<file path="config.mk">
export PLATFORM = sky130hd
export DESIGN_NAME = keypad_scan_debounce
export DESIGN_NICKNAME = d
export VERILOG_FILES = /design/src/rtl/keypad_scan_debounce.sv
export SDC_FILE = /design/constraint.sdc
export NUM_CORES = 1
export LEC_CHECK = 0
export CAP_MARGIN = 5
export CORE_MARGIN = 4
export CORE_UTILIZATION = 33
export CTS_CLUSTER_DIAMETER = 40
export DETAILED_ROUTE_END_ITERATION = 6
export DONT_BUFFER_PORTS = 1
export PLACE_DENSITY_LB_ADDON = 0.1
export SKIP_CTS_REPAIR_TIMING = 1
export SYNTH_ARGS = -nofsm -noshare
export SYNTH_HDL_FRONTEND = slang
export SYNTH_SLANG_ARGS = --single-unit
export TNS_END_PERCENT = 20
</file>
<file path="constraint.sdc">
create_clock -name clk -period 1.8 [get_ports clk]
set_input_delay 0.36 -clock clk [delete_from_list [all_inputs] [get_ports clk]]
set_output_delay 0.36 -clock clk [all_outputs]
set_load 0.03 [all_outputs]
</file>
<file path="src/rtl/keypad_scan_debounce.sv">
// 4x4 matrix keypad scanner: walks an active-low row drive, synchronizes and
// debounces the columns, and emits one key_valid pulse with a hex code per press.
module keypad_scan_debounce #(
  parameter int SCAN_DIV     = 4,
  parameter int DEBOUNCE_CNT = 3
) (
  input  logic       clk,
  input  logic       reset,
  input  logic [3:0] cols,
  output logic [3:0] key_row,
  output logic [3:0] key,
  output logic       key_valid,
  output logic       key_held
);

  localparam int SW = $clog2(SCAN_DIV);
  localparam int CW = $clog2(DEBOUNCE_CNT + 1);
  localparam logic [SW-1:0] STEP_LAST = SW'(SCAN_DIV - 1);
  localparam logic [CW-1:0] CNT_LAST  = CW'(DEBOUNCE_CNT - 1);

  typedef enum logic [1:0] {SCAN, DEBOUNCE, HELD} state_t;

  state_t        state_q, state_d;
  logic [3:0]    sync1_q, cols_s;
  logic [SW-1:0] step_q, step_d;
  logic [1:0]    row_q, row_d;
  logic [3:0]    pat_q, pat_d;
  logic [CW-1:0] cnt_q, cnt_d;
  logic [3:0]    key_q, key_d;
  logic          valid_q, valid_d;
  logic          held_q, held_d;
  logic          tick;

  function automatic logic one_low(input logic [3:0] c);
    logic [3:0] n;
    n = ~c;
    return (n != 4'h0) && ((n & (n - 4'd1)) == 4'h0);
  endfunction

  function automatic logic [3:0] decode(input logic [1:0] r, input logic [3:0] pat);
    logic [1:0] c;
    case (pat)
      4'b1110: c = 2'd0;
      4'b1101: c = 2'd1;
      4'b1011: c = 2'd2;
      default: c = 2'd3;
    endcase
    case ({r, c})
      4'd0:    return 4'h1;
      4'd1:    return 4'h2;
      4'd2:    return 4'h3;
      4'd3:    return 4'hA;
      4'd4:    return 4'h4;
      4'd5:    return 4'h5;
      4'd6:    return 4'h6;
      4'd7:    return 4'hB;
      4'd8:    return 4'h7;
      4'd9:    return 4'h8;
      4'd10:   return 4'h9;
      4'd11:   return 4'hC;
      4'd12:   return 4'hE;
      4'd13:   return 4'h0;
      4'd14:   return 4'hF;
      default: return 4'hD;
    endcase
  endfunction

  assign tick = (step_q == STEP_LAST);

  // The row index doubles as the latched row while a key is being debounced or held.
  always_comb begin
    state_d = state_q;
    step_d  = tick ? '0 : step_q + 1'b1;
    row_d   = row_q;
    pat_d   = pat_q;
    cnt_d   = cnt_q;
    key_d   = key_q;
    valid_d = 1'b0;
    held_d  = held_q;
    if (tick) begin
      case (state_q)
        SCAN: begin
          if (one_low(cols_s)) begin
            pat_d   = cols_s;
            cnt_d   = CW'(1);
            state_d = DEBOUNCE;
          end else begin
            row_d = row_q + 2'd1;
          end
        end
        DEBOUNCE: begin
          if (cols_s == pat_q) begin
            if (cnt_q == CNT_LAST) begin
              key_d   = decode(row_q, pat_q);
              valid_d = 1'b1;
              held_d  = 1'b1;
              cnt_d   = '0;
              state_d = HELD;
            end else begin
              cnt_d = cnt_q + 1'b1;
            end
          end else begin
            cnt_d   = '0;
            row_d   = row_q + 2'd1;
            state_d = SCAN;
          end
        end
        HELD: begin
          // Counter is reused to debounce the release.
          if (cols_s == 4'hF) begin
            if (cnt_q == CNT_LAST) begin
              held_d  = 1'b0;
              cnt_d   = '0;
              row_d   = row_q + 2'd1;
              state_d = SCAN;
            end else begin
              cnt_d = cnt_q + 1'b1;
            end
          end else begin
            cnt_d = '0;
          end
        end
        default: state_d = SCAN;
      endcase
    end
  end

  always_ff @(posedge clk or negedge reset) begin
    if (!reset) begin
      sync1_q <= 4'hF;
      cols_s  <= 4'hF;
      state_q <= SCAN;
      step_q  <= '0;
      row_q   <= 2'd0;
      pat_q   <= 4'hF;
      cnt_q   <= '0;
      key_q   <= 4'h0;
      valid_q <= 1'b0;
      held_q  <= 1'b0;
    end else begin
      sync1_q <= cols;
      cols_s  <= sync1_q;
      state_q <= state_d;
      step_q  <= step_d;
      row_q   <= row_d;
      pat_q   <= pat_d;
      cnt_q   <= cnt_d;
      key_q   <= key_d;
      valid_q <= valid_d;
      held_q  <= held_d;
    end
  end

  assign key_row   = ~(4'b0001 << row_q);
  assign key       = key_q;
  assign key_valid = valid_q;
  assign key_held  = held_q;

endmodule

</file>
## Word level (Yosys, flattened, before mapping)

Memory sizes are Yosys's and may differ from the RTL's. A register that Yosys moved wholly into a read port is not among the register bits.
Index checks and enable logic that the tools add are counted.

- Memories kept: 1
- Memory bits (read-only): 64
- Bits of input ports: 6
- Output and inout bits: 10
- Bits in registers: 22
- Word-level logic and storage cells: 78

- Add/sub/neg operators: 4
- Mux-type cells: 30
- Bitwise logic cells: 3
- Reductions and logical operators: 13
- Shift operators: 1
- Equal/unequal tests: 17

Memories:

| memory | depth | bits a word | read ports | clocked after Yosys merged registers in | write ports | line | RTL |
|---|---|---|---|---|---|---|---|
| (no name shown) | 16 | 4 | 1 | 1 | 0 | 48 | `case ({r, c})` |

Operators with widths:

| operator | number |
|---|---|
| 2-bit 2-to-1 mux | 17 |
| 2-bit case mux with 3 select lines | 4 |
| 4-bit == test, second input constant | 4 |
| 2-bit != test, second input constant | 7 |
| 6-bit AND reduction | 2 |
| 1-bit 2-to-1 mux | 8 |
| 4-bit inverter | 2 |
| 2-bit by 1-bit adder with 2-bit output, second input constant | 3 |
| 2-bit == test, second input constant | 3 |
| 3-bit AND reduction | 2 |
| 5-bit AND reduction | 1 |
| 4-bit AND | 1 |
| 4-bit == test | 1 |
| 4-bit logical NOT | 1 |
| 4-bit AND reduction | 1 |
| 4-bit nonzero test | 1 |
| 1-bit by 2-bit << shifter with 4-bit output, first input constant | 1 |
| 4-bit by 1-bit subtractor with 4-bit output, second input constant | 1 |
| 3-bit != test, second input constant | 1 |
| 3-bit nonzero test | 1 |
| 2-bit by 1-bit == test with 1-bit output, second input constant | 1 |
| 2-bit logical NOT | 1 |
| 1-bit case mux with 2 select lines | 1 |
| 2-bit nonzero test | 1 |
| other kinds (2) | 2 |

## Longest topological paths before layout

Gate-level depths: netlist of the first run.

- Depth after elaboration: 7
- Gate-level depth with buffers: 9
- Depth with buffers taken out: 8

## Least setup slack after synthesis of the first run

Ideal clock, no wire load.

- Kind: reg-to-reg
- Start: register pat_q[0]
- End: register key_q[3], in the netlist key[3]
- Path slack: -0.142 ns
- Period minus slack after synthesis: 1.942 ns
- Path buffers: 1
- Arrival: 1.815 ns
- Setup time: 0.127 ns
- Required time: 1.673 ns
- Cell stages (with the launch flop): 8
- Path through: dfstp_2 -> xor2_1 -> and3_1 -> clkbuf_1 -> ha_1 -> mux2i_1 -> mux2_2 -> mux2_1

- Longest elaborated chain between the ends: 6
- Elaborated cells between the ends (all ways): 10
- Classes of those cells: 4 x eq/ne; 5 x mux; 1 x reduce/logical

Ends and longest elaborated chain:

| item | line | RTL |
|---|---|---|
| from (decl) | 27 | `logic [3:0] pat_q, pat_d;` |
| from (signal assigned) | 146 | `pat_q <= pat_d;` |
| 4-bit == test | 42 | `case (pat)` |
| 2-bit case mux with 3 select lines | 42 |  |
| 2-bit 2-to-1 mux | 93 | `if (cnt_q == CNT_LAST) begin` |
| 2-bit 2-to-1 mux | 92 | `if (cols_s == pat_q) begin` |
| 2-bit 2-to-1 mux | 81 | `case (state_q)` |
| 2-bit 2-to-1 mux | 80 | `if (tick) begin` |
| to (decl) | 29 | `logic [3:0] key_q, key_d;` |

Parallel ways exist; a longest one is shown, timed or not. The select of a mux whose other input is x is not followed.
A chain may end at the register's enable or synchronous reset.

## Worst setup path after layout of the first run

- Start: register cols_s[2]
- End: register row_q[1]

- Longest elaborated chain between the ends: 7
- Elaborated cells between the ends (all ways): 12
- Classes of those cells: 1 x add/sub; 5 x eq/ne; 2 x bitwise; 4 x reduce/logical

Ends and longest elaborated chain:

| item | line | RTL |
|---|---|---|
| from (decl) | 24 | `logic [3:0] sync1_q, cols_s;` |
| from (signal assigned) | 142 | `cols_s <= sync1_q;` |
| 4-bit inverter | 36 | `n = ~c;` |
| 4-bit by 1-bit subtractor with 4-bit output | 37 | `return (n != 4'h0) && ((n & (n - 4'd1)) == 4'h0);` |
| 4-bit AND | 37 |  |
| 4-bit logical NOT | 37 |  |
| 1-bit logical AND | 37 |  |
| 2-bit != test (no line) | - |  |
| 6-bit AND reduction (no line) * | - |  |
| to (signal assigned) | 145 | `row_q <= row_d;` |
| to (decl) | 26 | `logic [1:0] row_q, row_d;` |

Mark *: on every way between the ends. The rest lies on a longest branch, timed or not.

==> metrics.yaml, run 1 <==
yosys:
  synthesis.area_per_instance_um2: 11.8
  yosysMostFrequentCell: "dfrtp_1"
  synth_enable_flop_cells: 0
  net_count_after_synthesis: 141
  yosys_register_bits: 26
  syn-cell-area_mm2: 0.00143
  yosysTopAreaCell: "dfrtp_1"
  number_of_distinct_library_cell_variants_in_the_gate_level_netlist_after_synthesis: 42
  synthTopCellsByArea: "dfrtp_1 (24%), dfstp_2 (22%), ha_1 (11%)"
  synthFlopType: "dfrtp_1"
  ys.warnings.count: 0
  synth_largest_type_area_fraction: 0.244
  synth_top_cells_by_count: "dfrtp_1 (14), ha_1 (13), dfstp_2 (12), inv_1 (9), mux2_1 (8)"
  asyncSetResetFlopFracSynth: 1.00
  post_synth_inst_count: 122
  yosysSeqAreaShare: 0.464
layout:
  multiInputGateArea_um2: 792
  antennaDiodeCount: 0
  drive_gt1_frac: 0.442
  instances_no_fill: 197
  nets: 167
  nFillCells: 404
  area.sequential_um2: 667
  final_area_mm2: 0.00183
  synthToLayoutAreaGrowth_pct: 27.7
power:
  seq_power_share: 0.381
  power.ir.vdd_worst_uv: 487
  power_density_mw_per_mm2: 1300
  totalPowerFinal_uw: 2380
  switching_share: 0.379
  share_comb_of_total_power: 0.433
  clockPowerShare: 0.186
  power.leakage_uw: 0.000811
  power_report.internal_total_uw: 1480
  switchingPower_uw: 901
floorplan:
  die_area_mm2: 0.00546
  die_extent_in_x_um: 73.9
  core.rowCount: 23
  start_util: 0.351
  die_h_um: 73.9
  ios: 16
  core_region_area_mm2: 0.00409
clock_network:
  tritoncts.num_buffers: 3
  cts.root.buffer_cell: "clkbuf_8"
  sinks_on_clock_net: 26
  worst_skew_pair.late_latency_ps: 280
  h-tree-depth: 1
  clockBufferDepth: 2
  path_clk_slew_ps: 100
  cts_tree: "done"
worst_setup_path:
  worstPathArrival_ps: 2030
  criticalPathCategory: "reg -> reg"
  worst-path-max-fanout: 6
  worstPathRequired_ps: 1980
  endpoint_kind: "flop"
  timing.critical_path.from_type: "flop"
  rrSetupSlack_ps: -50
routing:
  route.final.wire_length_um: 2760
  drt-pass1-iter-count: 4
  drt-vias-per-instance: 4.92
  postRouteAntennaNets: 0
  drc_violations: 0
  route.detailed.wl_per_inst_um: 14.0
  initialDrtViolationCount: 17
  route.vias.total: 969
sta:
  fmax_mhz: 541
  final_worst_path_setup_slack_ps: -49.9
  final_min_period_over_clock_period: 1.03
  slew_violations: 0
  timing.hold.ws_ps: 72.0
  timing.slew.headroom: 0.781
  finalSetupViolCount: 3
  period_needed_ps: 1850
  tightestPinTransition_ps: 328
  final_hold_viol_count: 0
  rsz_0062_raised_after_global_routing: "true"
  clock_skew_ps: 9.08
place:
  dpl.hpwl_um: 2030
  post-place-ws_ps: -74.1
  place_inst: 189
  placement.cell_area_mm2: 0.00165
  placement.io_buffers: 0
  gp_congestion: 0.848
status:
  failed_checks: "negative setup slack"
  outcome: "complete, but fails checks"
global_route:
  grt_antenna_before_repair: 0
  grt_first_pass_wirelength_um: 4510
  first_global_vias: 980
  grt_start_max_net_pins: 27
  grt_use_total: 0.108
  overflow_left_after_global_routing: 0
min_path:
  hold_path_class: "in -> reg"
flow_run:
  max_cap_viol_count: 0
power groups by stage:
stage / sequential [uW] / combinational [uW] / clock, uW
global route: 932 / 1150 / 484
global placement: 900 / 894 / 0
CTS: 897 / 911 / 472
floorplan: 868 / 657 / 0
detailed placement: 906 / 910 / 0
finish: 907 / 1030 / 443
cells in the final DEF, fill, tap and decap left out, types with 2 or more instances in the layout:
master     n
clkbuf_8   3
nand2_1    5
nand4b_1   2
mux2i_1    5
nor2b_2    2
dfrtp_1   13
ha_1      10
inv_1      9
a21oi_1    4
nor2_1     4
nand3_2    2
nor3_1     3
inv_2      2
mux2_4     4
xnor2_1    5
buf_6      2
buf_4     20
dfstp_2   12
mux2_1     5
ha_4       2
per-stage QoR:
step	util	setup TNS, ps
after floorplan	-	-45.4
after global placement	0.404	-110
after detailed placement	0.404	-170
after CTS	0.420	-290
after global routing	0.448	-585
final	0.448	-60.4
metal layers:
layer,vias to the layer above,share of wire,global-route usage
met3,5,0.051,0.0356
li1,474,-,-
met5,-,0,0
met4,0,0.0090,0.0241
met1,467,0.44,0.130
met2,23,0.50,0.187
final cells by class:
type | count | area share
Tap cell | 50 | 0.0342
Sequential cell | 26 | 0.364
Timing Repair Buffer | 24 | 0.111
Inverter | 11 | 0.0225
Clock buffer | 4 | 0.0362
Multi-Input combinational cell | 82 | 0.432
cell families (layout without fill, tap and decap cells):
kind of cell	after synthesis	after routing	synth area share
and+or+nand+nor	29	29	0.123
AOI/OAI and AO/OA	17	17	0.0969
DFF	26	26	0.464
adders and majority gates	13	13	0.113
buffers and inverters	14	39	0.0375
muxes	15	15	0.116
xor gates and xnor gates	8	8	0.0489
worst paths after layout:
| check | start | end | cells past startpoint |
|---|---|---|---|
| hold / removal | cols[2] | sync1_q[2] | 0 |
| max in group asynchronous | reset | sync1_q[2] | 2 |
| min in group asynchronous | reset | key[3] | 2 |
| setup / recovery | cols_s[2] | row_q[1] | 4 |
| setup reg to reg | cols_s[2] | row_q[1] | 4 |
| hold reg to reg | sync1_q[3] | cols_s[3] | 0 |
state kept, by name, indices dropped and copies added, names as in the netlist:
name,cells
cols_s,4
key_held,1
step_q,2
pat_q,4
key_valid,1
state_q,2
sync1_q,4
cnt_q,2
key,4
row_q,2
worst max-delay path: stages (launching register included):
cell	delay [ps]
dfstp_2	600
and4_4	260
a31oi_4	80
or4_4	500
mux2_4	300
No activity file was read; power rests on OpenSTA's default activity.
==> run 2: changes to the inputs <==
--- a/config.mk
+++ b/config.mk
@@ -11,6 +11,7 @@
 export CTS_CLUSTER_DIAMETER = 40
 export DETAILED_ROUTE_END_ITERATION = 6
 export DONT_BUFFER_PORTS = 1
+export HOLD_SLACK_MARGIN = 0.1
 export PLACE_DENSITY_LB_ADDON = 0.1
 export SKIP_CTS_REPAIR_TIMING = 1
 export SYNTH_ARGS = -nofsm -noshare
==> metrics.yaml, run 2 (synthesis results as in run 1) <==
status:
  outcome: "complete, but fails checks"
  failed_checks: "negative setup slack"
floorplan:
  die_area_mm2: 0.00546  # unchanged
  die_extent_in_x_um: 73.9  # unchanged
  ios: 16  # unchanged
  start_util: 0.351  # unchanged
  die_h_um: 73.9  # unchanged
  core.rowCount: 23  # unchanged
  core_region_area_mm2: 0.00409  # unchanged
global_route:
  overflow_left_after_global_routing: 0  # unchanged
  most_used_routing_layer: "met2"
  first_global_vias: 980  # unchanged
  met3_track_demand_over_resource_in_global_routing: 0.0356  # unchanged
  grt_first_pass_wirelength_um: 4510  # unchanged
  grt_use_total: 0.108  # unchanged
  use_met2: 0.187  # unchanged
  grt.met1_usage: 0.130  # unchanged
  grt_antenna_before_repair: 0  # unchanged
  grt_start_max_net_pins: 27  # unchanged
clock_network:
  cts_tree: "done"
  cts.root.buffer_cell: "clkbuf_8"
  path_clk_slew_ps: 100  # about the same
  worst_skew_pair.late_latency_ps: 280  # about the same
  tritoncts.num_buffers: 3  # unchanged
  h-tree-depth: 1  # unchanged
  sinks_on_clock_net: 26  # unchanged
  clockBufferDepth: 2  # unchanged
min_path:
  hold_path_class: "reg -> reg"
place:
  placement.cell_area_mm2: 0.00165  # unchanged
  post-place-ws_ps: -74.1  # unchanged
  dpl.hpwl_um: 2030  # unchanged
  gp_congestion: 0.848  # unchanged
  placement.io_buffers: 0  # unchanged
sta:
  rsz_0062_raised_after_global_routing: "true"
  final_hold_viol_count: 0  # unchanged
  slew_violations: 0  # unchanged
  tightestPinTransition_ps: 328  # -0.0247 ps
  finalSetupViolCount: 3  # unchanged
  period_needed_ps: 1850  # -0.702 ps
  fmax_mhz: 541  # about the same
  clock_skew_ps: 9.64  # +0.561 ps
  final_worst_path_setup_slack_ps: -49.2  # +0.702 ps
  timing.hold.ws_ps: 351  # +279 ps
  final_min_period_over_clock_period: 1.03  # about the same
  timing.slew.headroom: 0.781  # about the same
routing:
  route.final.wire_length_um: 2770  # +0.25%
  route.detailed.wl_per_inst_um: 13.8  # -1.7%
  drc_violations: 0  # unchanged
  initialDrtViolationCount: 19  # +2
  route.vias.total: 984  # +1.5%
  drt-pass1-iter-count: 4  # unchanged
  postRouteAntennaNets: 0  # unchanged
  drt-vias-per-instance: 4.90  # -0.47%
layout:
  final_area_mm2: 0.00187  # +2.2%
  layout_commonest_cell: "buf_4"
  layout_common_cells: "buf_4 (20), dfrtp_1 (13), dfstp_2 (12)"
  nets: 171  # +2.4%
  nFillCells: 402  # -0.50%
  utilization_after_layout: 0.458  # +0.00980
  antennaDiodeCount: 0  # unchanged
  synthToLayoutAreaGrowth_pct: 30.5
  drive_gt1_frac: 0.430  # -0.0117
worst_setup_path:
  criticalPathCategory: "reg -> reg"
  timing.critical_path.from_type: "flop"
  worstPathRequired_ps: 1980  # about the same
  worst-path-max-fanout: 6  # unchanged
  worstPathArrival_ps: 2030  # about the same
  endpoint_kind: "flop"
power:
  power.ir.vdd_worst_uv: 494  # +1.5%
  power_density_mw_per_mm2: 1280  # -1.8%
  power.leakage_uw: 0.000827  # +2.1%
  totalPowerFinal_uw: 2390  # +0.35%
flow_run:
  max_cap_viol_count: 0  # unchanged
[run 2: routing by layer]
layer / up-vias / share of wire
met5: - / 0
met4: 0 / 0.0090
met3: 5 / 0.050
met2: 20 / 0.50
met1: 477 / 0.44
li1: 482 / -
[run 2: critical path: stages (launching register included)]
cell     delay [ps]
dfstp_2         600
and4_4          260
a31oi_4          80
or4_4           500
mux2_4          300
[run 2: path summary, 6_finish.rpt]
check	start	end	slack (ps)	cells after the start
hold reg to reg	sync1_q[3]	cols_s[3]	350	0
min in group asynchronous	reset	key[3]	490	2
setup reg to reg	cols_s[2]	row_q[1]	-50	4
hold / removal	sync1_q[3]	cols_s[3]	350	0
max in group asynchronous	reset	sync1_q[2]	1070	2
setup / recovery	cols_s[2]	row_q[1]	-50	4
[run 2: area by class of cell]
type | instances | area, um2 | area share
Timing Repair Buffer | 28 | 243 | 0.130
Clock buffer | 4 | 66.3 | 0.0354
Sequential cell | 26 | 667 | 0.356
Multi-Input combinational cell | 82 | 792 | 0.423
Inverter | 11 | 41.3 | 0.0221
Tap cell | 50 | 62.6 | 0.0334
[run 2: power breakdown]
| group | switching (uW) | internal (uW) |
|---|---|---|
| Combinational | 527 | 512 |
| Sequential | 176 | 731 |
| Clock | 201 | 242 |
| Total | 904 | 1480 |
[run 2: metrics by stage]
stage / std cells / TNS, ps
after floorplan: 122 / -45.4
after global placement: 189 / -110
after detailed placement: 189 / -170
after CTS: 193 / -290
after global routing: 201 / -585
final: 201 / -59.0
==> run 3: changes to the inputs <==
--- a/config.mk
+++ b/config.mk
@@ -12,9 +12,10 @@
 export DETAILED_ROUTE_END_ITERATION = 6
 export DONT_BUFFER_PORTS = 1
 export HOLD_SLACK_MARGIN = 0.1
-export PLACE_DENSITY_LB_ADDON = 0.1
+export PLACE_DENSITY = 0.57
+export REMOVE_ABC_BUFFERS = 1
 export SKIP_CTS_REPAIR_TIMING = 1
 export SYNTH_ARGS = -nofsm -noshare
 export SYNTH_HDL_FRONTEND = slang
 export SYNTH_SLANG_ARGS = --single-unit
-export TNS_END_PERCENT = 20
+export TNS_END_PERCENT = 50
==> metrics.yaml, run 3 (synthesis results as in run 1) <==
clock_network:
  tritoncts.num_buffers: 3  # unchanged
  clockBufferDepth: 2  # unchanged
  path_clk_slew_ps: 90  # about the same
  sinks_on_clock_net: 26  # unchanged
  h-tree-depth: 1  # unchanged
  worst_skew_pair.late_latency_ps: 270  # about the same
  cts.root.buffer_cell: "clkbuf_8"
  cts_tree: "done"
layout:
  utilization_after_layout: 0.468  # +0.00949
  synthToLayoutAreaGrowth_pct: 33.2
  drive_gt1_frac: 0.442  # +0.0111
  multiInputGateArea_um2: 803  # +1.4%
  layout_commonest_cell: "buf_4"
  area.sequential_um2: 667  # unchanged
  antennaDiodeCount: 0  # unchanged
  nFillCells: 379  # -5.7%
  nets: 174  # +1.8%
  layout_common_cells: "buf_4 (23), dfrtp_1 (13), dfstp_2 (12)"
power:
  switching_share: 0.366  # -0.0123
  power.ir.vdd_worst_uv: 520  # +5.1%
  seq_power_share: 0.378  # -0.002
  totalPowerFinal_uw: 2440  # +2.2%
  power_density_mw_per_mm2: 1280  # about the same
  clockPowerShare: 0.197  # +0.012
  share_comb_of_total_power: 0.424  # -0.011
  power.leakage_uw: 0.000848  # +2.6%
  power_report.internal_total_uw: 1550  # +4.2%
  switchingPower_uw: 893  # -1.2%
worst_setup_path:
  reg2reg_from: "pat_q[0]"
  rrSetupSlack_ps: -50  # about the same
  r2r_end: "key[1]"
  crit_path_max_cell_delay_ps: 590  # about the same
  critPathTopFamily: "flip-flops"
  endpoint_kind: "flop"
  critical_path_buf_inv_count: 2  # +2
  worst-path-max-fanout: 5  # -1
  worst_setup_path_startpoint: "pat_q[0]"
  worstPathArrival_ps: 2070  # +40 ps
  criticalPathCategory: "reg -> reg"
  ff2ff_path_depth: 8  # +4
  worst_path_max_delay_cell: "dfstp_2"
  crit_path_end: "key[1]"
  worstSetupPathDepth: 8  # +4
  critical_path.cell_chain: "xor2_1 > nand3_2 > inv_2 > buf_4 > ha_1 > a21oi_2 > a221oi_2 > mux2_4"
  timing.critical_path.from_type: "flop"
  worstPathRequired_ps: 2020  # +40 ps
routing:
  route.vias.total: 986  # +0.20%
  drt-vias-per-instance: 4.83  # -1.3%
  route.final.wire_length_um: 2620  # -5.6%
  route.detailed.wl_per_inst_um: 12.8  # -6.9%
  postRouteAntennaNets: 0  # unchanged
  initialDrtViolationCount: 11  # -8
  drt-pass1-iter-count: 4  # unchanged
  drc_violations: 0  # unchanged
floorplan:
  die_extent_in_x_um: 73.9  # unchanged
  die_h_um: 73.9  # unchanged
  core_region_area_mm2: 0.00409  # unchanged
  core.rowCount: 23  # unchanged
  ios: 16  # unchanged
  die_area_mm2: 0.00546  # unchanged
  start_util: 0.351  # unchanged
flow_run:
  max_cap_viol_count: 0  # unchanged
global_route:
  grt_first_pass_wirelength_um: 4370  # -3.1%
  grt_start_max_net_pins: 27  # unchanged
  grt_use_total: 0.104  # -0.00345
  first_global_vias: 943  # -3.8%
  overflow_left_after_global_routing: 0  # unchanged
  grt_antenna_before_repair: 0  # unchanged
sta:
  final_hold_viol_count: 0  # unchanged
  slew_violations: 0  # unchanged
  tightestPinTransition_ps: 332  # +3.88 ps
  clock_skew_ps: 5.17  # -4.47 ps
  fmax_mhz: 539  # -0.24%
  timing.slew.headroom: 0.779  # -0.00259
  period_needed_ps: 1850  # +4.50 ps
  finalSetupViolCount: 4  # +1
  final_min_period_over_clock_period: 1.03  # +0.00250
  final_worst_path_setup_slack_ps: -53.7  # -4.50 ps
  rsz_0062_raised_after_global_routing: "true"
min_path:
  hold_path_class: "reg -> reg"
place:
  gp_congestion: 0.859  # +1.3%
  placement.io_buffers: 0  # unchanged
  post-place-ws_ps: -85.2  # -11.0 ps
  dpl.hpwl_um: 1870  # -7.6%
status:
  failed_checks: "negative setup slack"
  outcome: "complete, but fails checks"
[run 3: power groups by stage]
stage	Sequential [uW]	Clock (uW)	Combinational, uW
3_3_place_gp	913	0	827
6_report	923	481	1040
2_1_floorplan	884	0	602
5_1_grt	945	523	1150
4_1_cts	910	500	857
3_5_place_dp	918	0	849
[run 3: area by class of cell]
cell class              instances  share of cell area
multi-input cells              82               0.420
flip-flops and latches         26               0.349
repair buffers                 31               0.139
well taps                      50              0.0327
clock buffers                   3              0.0216
inverters                      11              0.0216
clock inverters                 1              0.0157
[run 3: per-layer routing]
| layer | vias up | track usage | wire length, um |
|---|---|---|---|
| li1 | 492 | - | - |
| met1 | 470 | 0.130 | 1200 |
| met2 | 19 | 0.166 | 1260 |
| met3 | 5 | 0.0342 | 120 |
| met4 | 0 | 0.0423 | 41 |
| met5 | - | 0 | 0 |
[run 3: through the flow]
stage / area, um2 / std cells / hold WS (ps) / TNS (ps)
floorplan: 1420 / 119 / 64.4 / -81.4
global placement: 1630 / 189 / 65.3 / -131
detailed placement: 1630 / 189 / 65.4 / -234
CTS: 1710 / 193 / -239 / -363
global route: 1910 / 204 / 364 / -603
finish: 1910 / 204 / 359 / -122
[run 3: worst min path at each step]
stage	startpoint	end	cells past startpoint
final	sync1_q[2]	cols_s[2]	0
after global routing	sync1_q[2]	cols_s[2]	0
after CTS	reset	key_held	0
after detailed placement	reset	key_held	0
after global placement	reset	cnt_q[0]	0
after floorplan	reset	cnt_q[0]	0
